`config.mk`:
```
export PLATFORM = sky130hd
export DESIGN_NAME = uart_line_monitor
export DESIGN_NICKNAME = d
export VERILOG_FILES = /design/src/rtl/uart_line_monitor_pkg.sv /design/src/rtl/uart_line_sync.sv /design/src/rtl/uart_line_monitor.sv
export SDC_FILE = /design/constraint.sdc
export NUM_CORES = 1
export LEC_CHECK = 0
export ABC_CLOCK_PERIOD_IN_PS = 4200
export CAP_MARGIN = 20
export CORE_ASPECT_RATIO = 0.8
export CORE_MARGIN = 2
export CORE_UTILIZATION = 35
export DETAILED_ROUTE_END_ITERATION = 10
export DONT_BUFFER_PORTS = 1
export MAX_ROUTING_LAYER = met4
export PLACE_DENSITY = 0.55
export SETUP_SLACK_MARGIN = 0.3
export SYNTH_ARGS = -nofsm -noshare
export SYNTH_HDL_FRONTEND = slang
export SYNTH_SLANG_ARGS = --single-unit
```
`constraint.sdc`:
```
create_clock -name clk32m -period 4.2 [get_ports clk32m]
set_input_delay 0.84 -clock clk32m [delete_from_list [all_inputs] [get_ports clk32m]]
set_output_delay 0.84 -clock clk32m [all_outputs]
set_load 0.01 [all_outputs]
```
`src/rtl/uart_line_monitor_pkg.sv`:
```
// Shared definitions for the UART line monitors.
// Contents:
//   pulse_state_e  states of the low-pulse measurement FSM
//   LED_CNT_W      width of the activity LED hold counter
//   EDGE_CNT_W     width of the falling-edge counter
package uart_line_monitor_pkg;

  typedef enum logic [1:0] {
    ST_IDLE = 2'd0,
    ST_LOW  = 2'd1,
    ST_LONG = 2'd2
  } pulse_state_e;

  localparam int LED_CNT_W  = 8;
  localparam int EDGE_CNT_W = 16;

endpackage

```
`src/rtl/uart_line_sync.sv`:
```
// Synchroniser and falling-edge detector for one asynchronous, idle-high line.
// Also used by the RTS/DTR monitors.
// Ports:
//   clk32m     in   system clock
//   rst        in   synchronous reset, active-high
//   line_in    in   asynchronous line
//   line_sync  out  line_in delayed by SYNC_STAGES clocks (reset value 1)
//   fall       out  one-cycle pulse when line_sync goes from 1 to 0
module uart_line_sync
  import uart_line_monitor_pkg::*;
#(
  parameter int SYNC_STAGES = 2
) (
  input  logic clk32m,
  input  logic rst,
  input  logic line_in,
  output logic line_sync,
  output logic fall
);

  logic [SYNC_STAGES-1:0] sync_q, sync_d;
  // Marks which chain stages hold real samples rather than reset fill.
  logic [SYNC_STAGES-1:0] fill_q, fill_d;
  logic                   prev_q, prev_d;
  // Falls are only reported once the line has been seen genuinely high
  // after reset, so a line held low through reset produces no edge.
  logic                   armed_q, armed_d;

  always_comb begin
    sync_d  = {sync_q[SYNC_STAGES-2:0], line_in};
    fill_d  = {fill_q[SYNC_STAGES-2:0], 1'b1};
    prev_d  = sync_q[SYNC_STAGES-1];
    armed_d = armed_q | (fill_q[SYNC_STAGES-1] & sync_q[SYNC_STAGES-1]);
  end

  always_ff @(posedge clk32m) begin
    if (rst) begin
      sync_q  <= '1;
      fill_q  <= '0;
      prev_q  <= 1'b1;
      armed_q <= 1'b0;
    end else begin
      sync_q  <= sync_d;
      fill_q  <= fill_d;
      prev_q  <= prev_d;
      armed_q <= armed_d;
    end
  end

  assign line_sync = sync_q[SYNC_STAGES-1];
  assign fall      = armed_q & prev_q & ~sync_q[SYNC_STAGES-1];

endmodule

```
`src/rtl/uart_line_monitor.sv`:
```
// Passive observer for one UART line (one instance per direction).
// Provides a synchronised copy of the line, a stretched active-low activity
// LED, a wrapping falling-edge count and the shortest complete low pulse.
// Ports:
//   clk32m           in   system clock, all state on its rising edge
//   rst              in   synchronous reset, active-high
//   line_in          in   asynchronous UART line, idle high
//   clear_min        in   one-cycle request to discard min_pulse
//   line_sync        out  synchronised line_in
//   activity_led     out  0 = recent traffic (LED on), 1 = LED off
//   edge_count       out  falling edges seen, modulo 2**16
//   min_pulse        out  shortest complete low pulse in clk cycles
//   min_pulse_valid  out  min_pulse holds a real measurement
module uart_line_monitor
  import uart_line_monitor_pkg::*;
#(
  parameter int SYNC_STAGES    = 2,
  parameter int PRESCALE_WIDTH = 18,
  parameter int LED_TIMEOUT    = 25,
  parameter int PULSE_WIDTH    = 16
) (
  input  logic                   clk32m,
  input  logic                   rst,
  input  logic                   line_in,
  input  logic                   clear_min,
  output logic                   line_sync,
  output logic                   activity_led,
  output logic [EDGE_CNT_W-1:0]  edge_count,
  output logic [PULSE_WIDTH-1:0] min_pulse,
  output logic                   min_pulse_valid
);

  logic fall;
  logic tick;
  logic capture;

  logic [PRESCALE_WIDTH-1:0] presc_q, presc_d;
  logic [LED_CNT_W-1:0]      led_cnt_q, led_cnt_d;
  logic [EDGE_CNT_W-1:0]     edge_cnt_q, edge_cnt_d;
  pulse_state_e              state_q, state_d;
  logic [PULSE_WIDTH-1:0]    pcnt_q, pcnt_d;
  logic [PULSE_WIDTH-1:0]    min_q, min_d;
  logic                      min_vld_q, min_vld_d;

  uart_line_sync #(
    .SYNC_STAGES (SYNC_STAGES)
  ) u_sync (
    .clk32m    (clk32m),
    .rst       (rst),
    .line_in   (line_in),
    .line_sync (line_sync),
    .fall      (fall)
  );

  assign tick = &presc_q;

  // Prescaler, LED hold counter and edge counter.
  always_comb begin
    presc_d    = presc_q + PRESCALE_WIDTH'(1);
    led_cnt_d  = led_cnt_q;
    edge_cnt_d = edge_cnt_q;
    // A fresh edge restarts the hold time even if a tick lands on the same cycle.
    if (fall) begin
      led_cnt_d = LED_CNT_W'(LED_TIMEOUT);
    end else if (tick && (led_cnt_q != '0)) begin
      led_cnt_d = led_cnt_q - LED_CNT_W'(1);
    end
    if (fall) begin
      edge_cnt_d = edge_cnt_q + EDGE_CNT_W'(1);
    end
  end

  // Pulse measurement FSM and minimum tracking.
  always_comb begin
    state_d   = state_q;
    pcnt_d    = pcnt_q;
    capture   = 1'b0;
    min_d     = min_q;
    min_vld_d = min_vld_q;
    case (state_q)
      ST_IDLE: begin
        if (fall) begin
          state_d = ST_LOW;
          pcnt_d  = PULSE_WIDTH'(1);
        end
      end
      ST_LOW: begin
        if (!line_sync) begin
          // A pulse that saturates the counter is a break or a stuck line,
          // not a baud-rate sample, so it is dropped.
          if (pcnt_q == '1) begin
            state_d = ST_LONG;
          end else begin
            pcnt_d = pcnt_q + PULSE_WIDTH'(1);
          end
        end else begin
          capture = 1'b1;
          state_d = ST_IDLE;
        end
      end
      ST_LONG: begin
        if (line_sync) begin
          state_d = ST_IDLE;
        end
      end
      default: state_d = ST_IDLE;
    endcase

    if (clear_min) begin
      min_d     = '1;
      min_vld_d = 1'b0;
    end else if (capture && (!min_vld_q || (pcnt_q < min_q))) begin
      min_d     = pcnt_q;
      min_vld_d = 1'b1;
    end
  end

  always_ff @(posedge clk32m) begin
    if (rst) begin
      presc_q    <= '0;
      led_cnt_q  <= '0;
      edge_cnt_q <= '0;
      state_q    <= ST_IDLE;
      pcnt_q     <= '0;
      min_q      <= '1;
      min_vld_q  <= 1'b0;
    end else begin
      presc_q    <= presc_d;
      led_cnt_q  <= led_cnt_d;
      edge_cnt_q <= edge_cnt_d;
      state_q    <= state_d;
      pcnt_q     <= pcnt_d;
      min_q      <= min_d;
      min_vld_q  <= min_vld_d;
    end
  end

  assign activity_led    = (led_cnt_q == '0);
  assign edge_count      = edge_cnt_q;
  assign min_pulse       = min_q;
  assign min_pulse_valid = min_vld_q;

endmodule
```
# Word level (Yosys, flattened, before mapping)
# Cells that the tools add are included.
[word_totals] ff_bits=83 output_inout_bits=35
[op_classes] n_lt_le_gt_ge=1 n_bitwise=5 n_eq_ne=8 reduce_logical=14 add_sub_neg=4 muxes=14
[ops] cell="16-bit two-way mux" n=3
[ops] cell="16-bit by 1-bit adder with 16-bit output (second input constant)" n=2
[ops] cell="16-bit case mux with 2 select lines" n=1
[ops] cell="18-bit by 1-bit adder with 18-bit output (second input constant)" n=1
[ops] cell="18-bit AND reduction" n=1
[ops] cell="16-bit == test (second input constant)" n=1
[ops] cell="16-bit less-than comparator" n=1
[ops] cell="5-bit two-way mux" n=2
[ops] cell="8-bit zero test" n=1
[ops] cell="2-bit two-way mux" n=4
[ops] cell="8-bit nonzero test" n=1
[ops] cell="8-bit by 1-bit subtractor with 8-bit output (second input constant)" n=1
[ops] cell="2-bit inequality test (second input constant)" n=3
[ops] cell="2-bit case mux with 3 select lines" n=1
[ops] cell="4-bit AND reduction" n=1
[ops] cell="2-bit nonzero test" n=2
[ops] cell="2-bit OR reduction" n=2
[ops] cell="1-bit AND" n=3
[ops] cell="1-bit two-way mux" n=3
[ops] cell="3-bit by 2-bit inequality test with 1-bit output (second input constant)" n=1
[ops] cell="3-bit AND reduction" n=1
[ops] cell="2-bit by 1-bit == test with 1-bit output (second input constant)" n=1
[ops] cell="2-bit == test (second input constant)" n=1
[ops] cell="1-bit logical AND" n=2
[ops] cell="other kinds (6)" n=6

# Depth between registers and ports, before layout
# Gate-level depths: netlist of the first run.
[logic_depth] depth_word=4 depth_mapped=8

# Hierarchy
# Synthesis of the first run repeated with hierarchy kept, for this count alone.
[hier_totals] cells_unflattened=454 hier_area_um2=3957.5
[by_module_without_submodules] mod="uart_line_monitor" cells_per_inst=439 area_per_inst_um2=3792.4 instances=1
[by_module_without_submodules] mod="uart_line_sync" cells_per_inst=15 area_per_inst_um2=165.2 instances=1

# Worst setup path before layout of the first run
# Ideal clock, no wire load.
[synth_path] path_type="reg-to-reg" startpoint="register min_q[15] (netlist: min_pulse[15])" endpoint="register min_q[10] (netlist: min_pulse[10])" path_buffers=1 stages_incl_launch_ff=9 arrival_time_ns=2.119 slack_ns=2.009 path_cell_list="dfxtp_1 inv_1 ha_1 nand2_1 nor4_1 nand3b_1 a32oi_2 buf_4 mux2i_1"
[synth_between] elab_chain_cells=3
[synth_rtl] element="start, declared" line_no="uart_line_monitor.sv:42" text="logic [PULSE_WIDTH-1:0] min_q, min_d;"
[synth_rtl] element="start signal, assigned" line_no="uart_line_monitor.sv:133" text="min_q <= min_d;"
[synth_rtl] element="16-bit less-than comparator" line_no="uart_line_monitor.sv:112" text="end else if (capture && (!min_vld_q || (pcnt_q < min_q))) begin"
[synth_rtl] element="1-bit logical OR" line_no="uart_line_monitor.sv:112"
[synth_rtl] element="1-bit logical AND" line_no="uart_line_monitor.sv:112"
# Every way passes these cells.
# A chain may end at the register's enable or synchronous reset.

# Worst setup path after layout of the first run
[layout_path] startpoint="register min_q[15] (netlist: min_pulse[15])" endpoint="register min_q[4] (netlist: min_pulse[4])"
# The elaborated chain is that of the path after synthesis.

==> metrics, run 1 <==
Die Ht 99.0 µm; worst clock skew 8.34 ps; FMAX approximately 400 MHz; kind of end point of the critical path flop; Final Cycle Share 0.584; Fill cells 1071; WP data required ~4500 ps; Power Density approximately 360 mW/mm²; most frequent cells in the layout dfxtp_1 (83), nor2_1 (81), inv_1 (27); final count of hold timing violations 0; antenna violations before repair 0; Initial Util 0.361; setup total negative slack 0 ps; FF/Latch Area 0.00166 mm²; WL/cell approximately 13 µm; Arr. time, crit path roughly 2700 ps; critical path type reg -> reg; # port buffers 0; HPWL after DPL around 5500 µm; Multi-input gate area ~0.0021 mm²; # hold bufs at CTS 0; final WL between 7000 and 8000 µm; core footprint roughly 0.011 mm²; vias in the first global route 2908; vias per inst 5.03; Crit Path Max Fanout 16; LEAKAGE ~1.8 nW; Tmin final ~2500 ps; CP peak stage delay approximately 600 ps; Max-cap violations 0; mapped cell area 0.00395 mm²; register area share after synthesis 0.421; commonest non-fill, non-tap cell in the layout dfxtp_1; Mapped Avg Cell Area between 8 and 9 µm²; ANT nets after route 0; first-iteration detailed-routing DRC count around 120; Yosys Warn Count 0; Max Slew Vio Count 0; CP max stage cell nor4_1; H-Tree Depth 3; CTS tree built; Worst IR Drop VDD roughly 0.00019 V; area leader, netlist dfxtp_1; net count after synthesis 476; Worst-path clk slew ~60 ps; num ports 39; gp weighted congestion 0.757; die width approximately 120 µm; number of cell rows 34; Worst-Margin Slew 643 ps; CTS root buf clkbuf_16; #FFs+latches synth 83; Cell variety after synth 44; Mapped Cells 452; clock latency on the worst-skew pair 330 ps; largest net degree at the start of global routing 50; RSZ-0062 raised after global routing false; top cells by area, synth dfxtp_1 (42%), nor2_1 (7.7%), ha_1 (6.3%), xnor2_1 (4.9%), mux2i_1 (4.3%); r2r setup slk between 1500 and 2000 ps; DRC 0; Setup crit start kind flop; layout cell share with drive strength beyond 1 0.0637; vias between 3000 and 4000; Remaining Overflow, GRT 0; Total GRT Usage 0.146; die area around 0.012 mm²; Hold Crit Class reg -> reg; TritonRoute pass-1 iters 4; nets@finish approximately 470; status finished, final reports clean; Rel. slew slack 0.567; Final setup violation count 0; Clock Path Buffers 2; clock tree sinks 83; Area Overhead vs Synth 10.5%; overall power consumption about 0.0016 W; crit-path cells inv_1, ha_1, nand2_1, nor4_1, nand3b_1, a32oi_2, buf_4, mux2i_1; # diodes 0; Yosys top cell area share 0.421; PostCTS Resize Cnt 0; number of buffers created by CTS 9; first-pass GRT wire length approximately 14000 µm; Post-CTS Setup Inserts 0
-- power by group --
group          internal (W)  switching (W)
clock network      0.000431       0.000317
logic             0.0000121      0.0000184
registers          0.000795     0.00000719
total               0.00124       0.000343
-- worst paths after layout --
| path | to | start | depth (start not counted) |
|---|---|---|---|
| setup / recovery | min_pulse[4]$_SDFFE_PP1P_ | min_pulse[15]$_SDFFE_PP1P_ | 8 |
| hold / removal | u_sync.sync_q[1]$_SDFF_PP1_ | u_sync.sync_q[0]$_SDFF_PP1_ | 1 |
| setup reg to reg | min_pulse[4]$_SDFFE_PP1P_ | min_pulse[15]$_SDFFE_PP1P_ | 8 |
| hold reg to reg | u_sync.sync_q[1]$_SDFF_PP1_ | u_sync.sync_q[0]$_SDFF_PP1_ | 1 |
-- metal layers --
metal | global-route usage | vias up | wire length [µm] | part of all wire
met4 | 0.0522 | 0 | 113 | 0.014
met2 | 0.211 | 38 | 3350 | 0.43
met5 | - | - | 0 | 0
li1 | - | 1572 | - | -
met3 | 0.0370 | 10 | 263 | 0.034
met1 | 0.197 | 1395 | 4090 | 0.52
-- metrics by stage --
| step | util | instance area [µm²] | hold slack (ps) | worst slack (ps) | instances |
|---|---|---|---|---|---|
| floorplan | - | 3950 | 389 | 2010 | 452 |
| global placement | 0.373 | 4080 | 392 | 1830 | 583 |
| finish | 0.399 | 4360 | 408 | 1750 | 599 |
| CTS | 0.399 | 4360 | 414 | 1740 | 599 |
| global route | 0.399 | 4360 | 428 | 1540 | 599 |
| detailed placement | 0.373 | 4080 | 403 | 1770 | 583 |
-- flip-flops by register name (all words and copies together), names as in the netlist, 2 cells and up --
name,flops
u_sync.fill_q,2
led_cnt_q,8
presc_q,18
pcnt_q,16
state_q,2
edge_count,16
u_sync.sync_q,2
min_pulse,16
-- Yosys cell counts --
cell,number
or3_1,11
or4_1,4
a21oi_1,26
and2_1,1
a211oi_1,5
nor4_1,6
a41oi_1,1
inv_1,27
nor4_4,1
nor4b_4,1
or2_2,6
and3_1,5
nor3b_1,1
o32a_2,1
mux2i_1,17
nor3_1,8
nor2_1,81
nand4_4,1
and2b_1,1
ha_1,20
nand2b_1,2
o211ai_1,1
nand4_1,12
a2111oi_0,4
nand3b_1,2
or3b_1,1
dfxtp_1,83
or3b_4,1
o21ai_0,13
o31ai_1,3
clkbuf_1,13
o32a_1,1
a32oi_2,1
nor2b_1,2
buf_4,1
nand4_2,1
nand2_1,26
xnor2_1,22
and4_1,4
and3b_1,2
nand3_1,14
nand4b_1,2
xor2_1,16
a31oi_1,1
-- worst max-delay path, delay by kind of cell, from the launching register on --
kind	cells	cell delay (ps)
mux	1	220
compound gates	1	220
buf+inv	2	370
simple gates	3	850
flops	1	410
fa+ha+maj	1	300
-- cells by family (layout without fill, tap and decap cells) --
group / count (synthesis) / after routing / synth area share
simple gates: 196 / 196 / 0.259
flops: 83 / 83 / 0.421
compound gates: 57 / 57 / 0.0888
buf+inv: 41 / 44 / 0.0400
xor+xnor: 38 / 38 / 0.0844
fa+ha+maj: 20 / 20 / 0.0634
mux: 17 / 17 / 0.0431
-- layout make-up --
| cell class | instances | share of cell area |
|---|---|---|
| Clock inverter | 4 | 0.00574 |
| Inverter | 27 | 0.0233 |
| Timing Repair Buffer | 1 | 0.00172 |
| Multi-Input combinational cell | 328 | 0.488 |
| Clock buffer | 12 | 0.0589 |
| Sequential cell | 83 | 0.381 |
| Tap cell | 144 | 0.0413 |
(Power assumes the default switching activity.)
==> inputs of run 2 (changes only) <==
- ABC_CLOCK_PERIOD_IN_PS: 4200 -> 2510
- clock period: 4.2 -> 2.51 ns (I/O delays scaled with it)
==> run 2 against run 1 <==
Utilization grew 0.87 points. Maximum frequency grew 16%. Critical endpoint is now pcnt_q[1]$_SDFFE_PP0P_. Wire length rose by 2.1%. Worst setup slack worse by 1400 ps. Largest power group unchanged. Highest routed layer unchanged. Clock skew shrank 0.67 ps.
==> metrics, run 2 (synthesized netlist as in run 1, its figures left out) <==
DRC 0 (unchanged); max reg flops 18 (unchanged); LEAKAGE 1.90 nW (was 1.83 nW); final count of hold timing violations 0 (unchanged); largest net degree at the start of global routing 50 (unchanged); HPWL after DPL 5480 µm (was 5490 µm); die area 0.0121 mm² (unchanged); vias in the first global route 2815 (was 2908); WL/cell 13.2 µm (was 13.0 µm); worst clock skew 7.67 ps (was 8.34 ps); FF/Latch Area 0.00167 mm² (was 0.00166 mm²); CTS root buf clkbuf_16 (unchanged); # diodes 0 (unchanged); TritonRoute pass-1 iters 4 (unchanged); reg2reg start pcnt_q[1]$_SDFFE_PP0P_ (was min_pulse[15]$_SDFFE_PP1P_); Remaining Overflow, GRT 0 (unchanged); antenna violations before repair 0 (unchanged); first-iteration detailed-routing DRC count 132 (was 116); H-Tree Depth 3 (unchanged); Max-cap violations 0 (unchanged); Crit Path Max Fanout 9 (was 16); setup total negative slack 0 ps (unchanged); Initial Util 0.361 (unchanged); number of buffers created by CTS 9 (unchanged); clock latency on the worst-skew pair 340 ps (was 330 ps); Worst-path clk slew 60 ps (about the same); status finished, final reports clean (unchanged); Die Ht 99.0 µm (unchanged); Area Overhead vs Synth 12.9% (was 10.5%); Final setup violation count 0 (unchanged); die width 123 µm (unchanged); Largest Register presc_q (unchanged); Clock Path Buffers 2 (unchanged); Worst-Margin Slew 649 ps (was 643 ps); number of cell rows 34 (unchanged); HP Start rst (was u_sync.sync_q[0]$_SDFF_PP1_); Rel. slew slack 0.563 (was 0.567); Tmin final 2120 ps (was 2450 ps); # port buffers 0 (unchanged); RSZ-0062 raised after global routing true (was false); vias per inst 4.94 (was 5.03); Total GRT Usage 0.142 (was 0.146); first-pass GRT wire length 13400 µm (was 13800 µm); Multi-input gate area 0.00214 mm² (was 0.00213 mm²); layout cell share with drive strength beyond 1 0.0889 (was 0.0637); Critical Path Source pcnt_q[1]$_SDFFE_PP0P_ (was min_pulse[15]$_SDFFE_PP1P_); gp weighted congestion 0.752 (was 0.757); Max Slew Vio Count 0 (unchanged); Hold Crit Class in -> reg (was reg -> reg); core footprint 0.0109 mm² (unchanged); Worst IR Drop VDD 0.000319 V (was 0.000191 V); Setup crit start kind flop (unchanged); Arr. time, crit path 2390 ps (was 2710 ps); Area after DPL 0.00411 mm² (was 0.00408 mm²); clock tree sinks 83 (unchanged); nets@finish 480 (was 474); vias 2991 (was 3015); post-route cell area 0.00445 mm² (was 0.00436 mm²); critical path type reg -> reg (unchanged); Power Density 590 mW/mm² (was 363 mW/mm²); kind of end point of the critical path flop (unchanged); num ports 39 (unchanged); Fill cells 1064 (was 1071); Final Cycle Share 0.845 (was 0.584); # hold bufs at CTS 0 (unchanged); FMAX 471 MHz (was 408 MHz); commonest non-fill, non-tap cell in the layout nor2_1 (was dfxtp_1); final WL 7980 µm (was 7810 µm); most frequent cells in the layout nor2_1 (81), dfxtp_1 (79), inv_1 (27) (was dfxtp_1 (83), nor2_1 (81), inv_1 (27)); WP data required 2770 ps (was 4460 ps); CTS tree built (unchanged); ANT nets after route 0 (unchanged)
==> run 2: metrics by stage <==
stage                     setup WS (ps)  power [W]  cells   util  hold slack, ps
after floorplan                     319    0.00142    452      -             389
after global placement              416    0.00142    588  0.376             391
after detailed placement            261    0.00142    588  0.376             397
after CTS                           313    0.00267    604  0.402             218
after global routing                184    0.00274    605  0.407             214
final                               388    0.00263    605  0.407             235
==> run 2: worst paths after layout <==
| path | to | slack (ps) | cells past startpoint |
|---|---|---|---|
| worst max register to register | pcnt_q[1]$_SDFFE_PP0P_ | 390 | 6 |
| worst min-delay path | edge_count[5]$_SDFFE_PP0P_ | 240 | 1 |
| worst min register to register | u_sync.sync_q[1]$_SDFF_PP1_ | 400 | 1 |
| worst max-delay path | pcnt_q[1]$_SDFFE_PP0P_ | 390 | 6 |
==> run 2: routing by layer <==
| layer | GRT usage | up-vias | share of wire |
|---|---|---|---|
| met4 | 0.0345 | 0 | 0.010 |
| li1 | - | 1578 | - |
| met3 | 0.0550 | 7 | 0.036 |
| met5 | - | - | 0 |
| met2 | 0.202 | 28 | 0.42 |
| met1 | 0.189 | 1378 | 0.53 |
==> run 2: layout make-up <==
cell class,count,area share
clock buffer,11,0.0568
clock inverter,5,0.00618
inverter,27,0.0228
multi-input combinational,328,0.481
sequential,83,0.374
tap,144,0.0405
timing repair buffer,7,0.0185
==> run 2: timing repair <==
action                                  in CTS  in global routing
endpoints found under the setup margin      16                 18
pin swaps                                    0                  2
gates cloned                                 0                  1
buffers inserted                             0                  0
gates resized for setup                      1                 10
==> run 2: critical path: stages, from the launching register on <==
cell	delay (ps)
dfxtp_1	440
ha_1	250
nand2_1	160
nor4b_4	470
a21oi_1	220
or3b_1	390
a21oi_1	140
==> run 2: power breakdown <==
| part | total [W] | internal (W) | switching (W) | leakage [nW] |
|---|---|---|---|---|
| clock | 0.00123 | 0.000717 | 0.000516 | 0.141 |
| combinational | 0.0000551 | 0.0000228 | 0.0000322 | 1.09 |
| sequential | 0.00134 | 0.00133 | 0.0000116 | 0.669 |
==> inputs of run 3 (changes only) <==
- ABC_CLOCK_PERIOD_IN_PS: 2510 -> 1800
- PLACE_DENSITY: 0.55 -> 0.57
- clock period: 2.51 -> 1.8 ns (I/O delays scaled with it)
==> run 3 against run 2 <==
The run now ends with negative setup slack left. Largest power group is now clock. Largest cell class unchanged. Non-clock buffer count rose by 104. Clock skew shrank 2.4 ps. Critical path depth rose by 2.
==> metrics, run 3 (synthesized netlist as in run 1, its figures left out) <==
status finished, violations left (was finished, final reports clean); failing checks negative setup slack; number of cell rows 34 (unchanged); WP data required 2050 ps (was 2770 ps); critical path type reg -> reg (unchanged); Crit Path Max Fanout 8 (was 9); Final Cycle Share 1.10 (was 0.845); met1 GRT Util 0.221 (was 0.189); Worst-Margin Slew 595 ps (was 649 ps); Remaining Overflow, GRT 0 (unchanged); most frequent cells in the layout buf_4 (89), nor2_1 (77), dfxtp_1 (44) (was nor2_1 (81), dfxtp_1 (79), inv_1 (27)); Total GRT Usage 0.179 (was 0.142); DRC 0 (unchanged); Rel. slew slack 0.603 (was 0.563); final WL 10600 µm (was 7980 µm); # diodes 0 (unchanged); grt met3 use 0.0515 (was 0.0550); die width 123 µm (unchanged); # port buffers 0 (unchanged); Area after DPL 0.00479 mm² (was 0.00411 mm²); final count of hold timing violations 0 (unchanged); largest net degree at the start of global routing 50 (unchanged); LEAKAGE 2.66 nW (was 1.90 nW); Initial Util 0.361 (unchanged); met2 usage 0.288 (was 0.202); CTS root buf clkbuf_16 (unchanged); worst clock skew 5.23 ps (was 7.67 ps); vias 3635 (was 2991); num ports 39 (unchanged); Final Worst Setup Slack -180 ps (was 388 ps); setup total negative slack -2630 ps (was 0 ps); RSZ-0062 raised after global routing true (unchanged); Setup crit start kind flop (unchanged); Worst-path clk slew 60 ps (about the same); CTS tree built (unchanged); FMAX 505 MHz (was 471 MHz); # hold bufs at CTS 0 (unchanged); die area 0.0121 mm² (unchanged); Largest Register presc_q (unchanged); Worst IR Drop VDD 0.000441 V (was 0.000319 V); WL/cell 15.0 µm (was 13.2 µm); Hold Crit Class in -> reg (unchanged); clock tree sinks 83 (unchanged); Max Slew Vio Count 0 (unchanged); Area Overhead vs Synth 54.4% (was 12.9%); antenna violations before repair 0 (unchanged); clock latency on the worst-skew pair 330 ps (was 340 ps); Tmin final 1980 ps (was 2120 ps); commonest non-fill, non-tap cell in the layout buf_4 (was nor2_1); post-route cell area 0.00609 mm² (was 0.00445 mm²); vias per inst 5.11 (was 4.94); Max-cap violations 0 (unchanged); HPWL after DPL 6380 µm (was 5480 µm); number of buffers created by CTS 9 (unchanged); max reg flops 18 (unchanged); Finished Layout Cells 711 (was 605); Arr. time, crit path 2230 ps (was 2390 ps); nets@finish 586 (was 480); first-pass GRT wire length 17000 µm (was 13400 µm); core footprint 0.0109 mm² (unchanged); H-Tree Depth 3 (unchanged); Die Ht 99.0 µm (unchanged); Final setup violation count 17 (was 0); Power Density 661 mW/mm² (was 590 mW/mm²); kind of end point of the critical path flop (unchanged); TritonRoute pass-1 iters 4 (unchanged); vias in the first global route 3528 (was 2815); layout cell share with drive strength beyond 1 0.471 (was 0.0889); Top Usage Layer GRT met2 (unchanged); gp weighted congestion 0.749 (was 0.752); number of cells in the design after placement 658 (was 588); ANT nets after route 0 (unchanged); Clock Path Buffers 2 (unchanged); first-iteration detailed-routing DRC count 149 (was 132)
-- run 3: cell types whose count changed in the layout (fill, tap and decap cells not counted), sizes merged --
| cell | delta |
|---|---|
| buf | +105 |
| bufinv | +2 |
| clkbuf | -1 |
| clkinv | -1 |
| clkinvlp | -1 |
| o32a | +1 |
| or2 | +1 |
-- run 3: worst paths after layout --
path | start | end | slack, ps | cells after the start
worst max-delay path | pcnt_q[15]$_SDFFE_PP0P_ | min_pulse[11]$_SDFFE_PP1P_ | -180 | 8
worst min-delay path | rst | led_cnt_q[4]$_SDFFE_PP0P_ | 80 | 1
worst max register to register | pcnt_q[15]$_SDFFE_PP0P_ | min_pulse[11]$_SDFFE_PP1P_ | -180 | 8
worst min register to register | u_sync.sync_q[0]$_SDFF_PP1_ | u_sync.sync_q[1]$_SDFF_PP1_ | 410 | 1
-- run 3: report_power, final --
group | total (W) | internal (W) | switching, W
combinational | 0.000131 | 0.0000641 | 0.0000673
sequential | 0.00186 | 0.00184 | 0.0000147
clock | 0.00203 | 0.00129 | 0.000742
-- run 3: layout make-up --
| type | instances | area [µm²] |
|---|---|---|
| Clock buffer | 11 | 254 |
| Inverter | 27 | 101 |
| Clock inverter | 5 | 75.1 |
| Timing Repair Buffer | 111 | 941 |
| Multi-Input combinational cell | 330 | 2800 |
| Tap cell | 144 | 180 |
| Fill cell | 917 | 4840 |
| Sequential cell | 83 | 1740 |
-- run 3: critical path: stages (launching register included) --
cell and delay, ps:
dfxtp_2 380, ha_4 280, nand2_2 70, nor4_4 280, nand3b_1 160, a32oi_4 280
buf_6 130, buf_12 120, mux2i_1 200
-- run 3: stage by stage --
step	hold slack, ps	setup WS, ps	util	power, W
after floorplan	389	-196	-	0.00199
after CTS	68.4	-146	0.524	0.00405
after global placement	392	-99.3	0.439	0.00200
final	81.5	-180	0.557	0.00402
after global routing	70.5	-287	0.557	0.00417
after detailed placement	408	-175	0.439	0.00201
-- run 3: per-layer routing --
metal  wire length (µm)  up-vias
met5                  0        -
li1                   -     1794
met4                147        0
met3                506       15
met1               4770     1753
met2               5230       73
-- run 3: timing repair --
action                                  in CTS  in global routing
endpoints found under the setup margin      55                 61
pin swaps                                   71                 53
gates cloned                                 2                  1
setup buffers                               19                 15
gates resized for setup                     96                 59
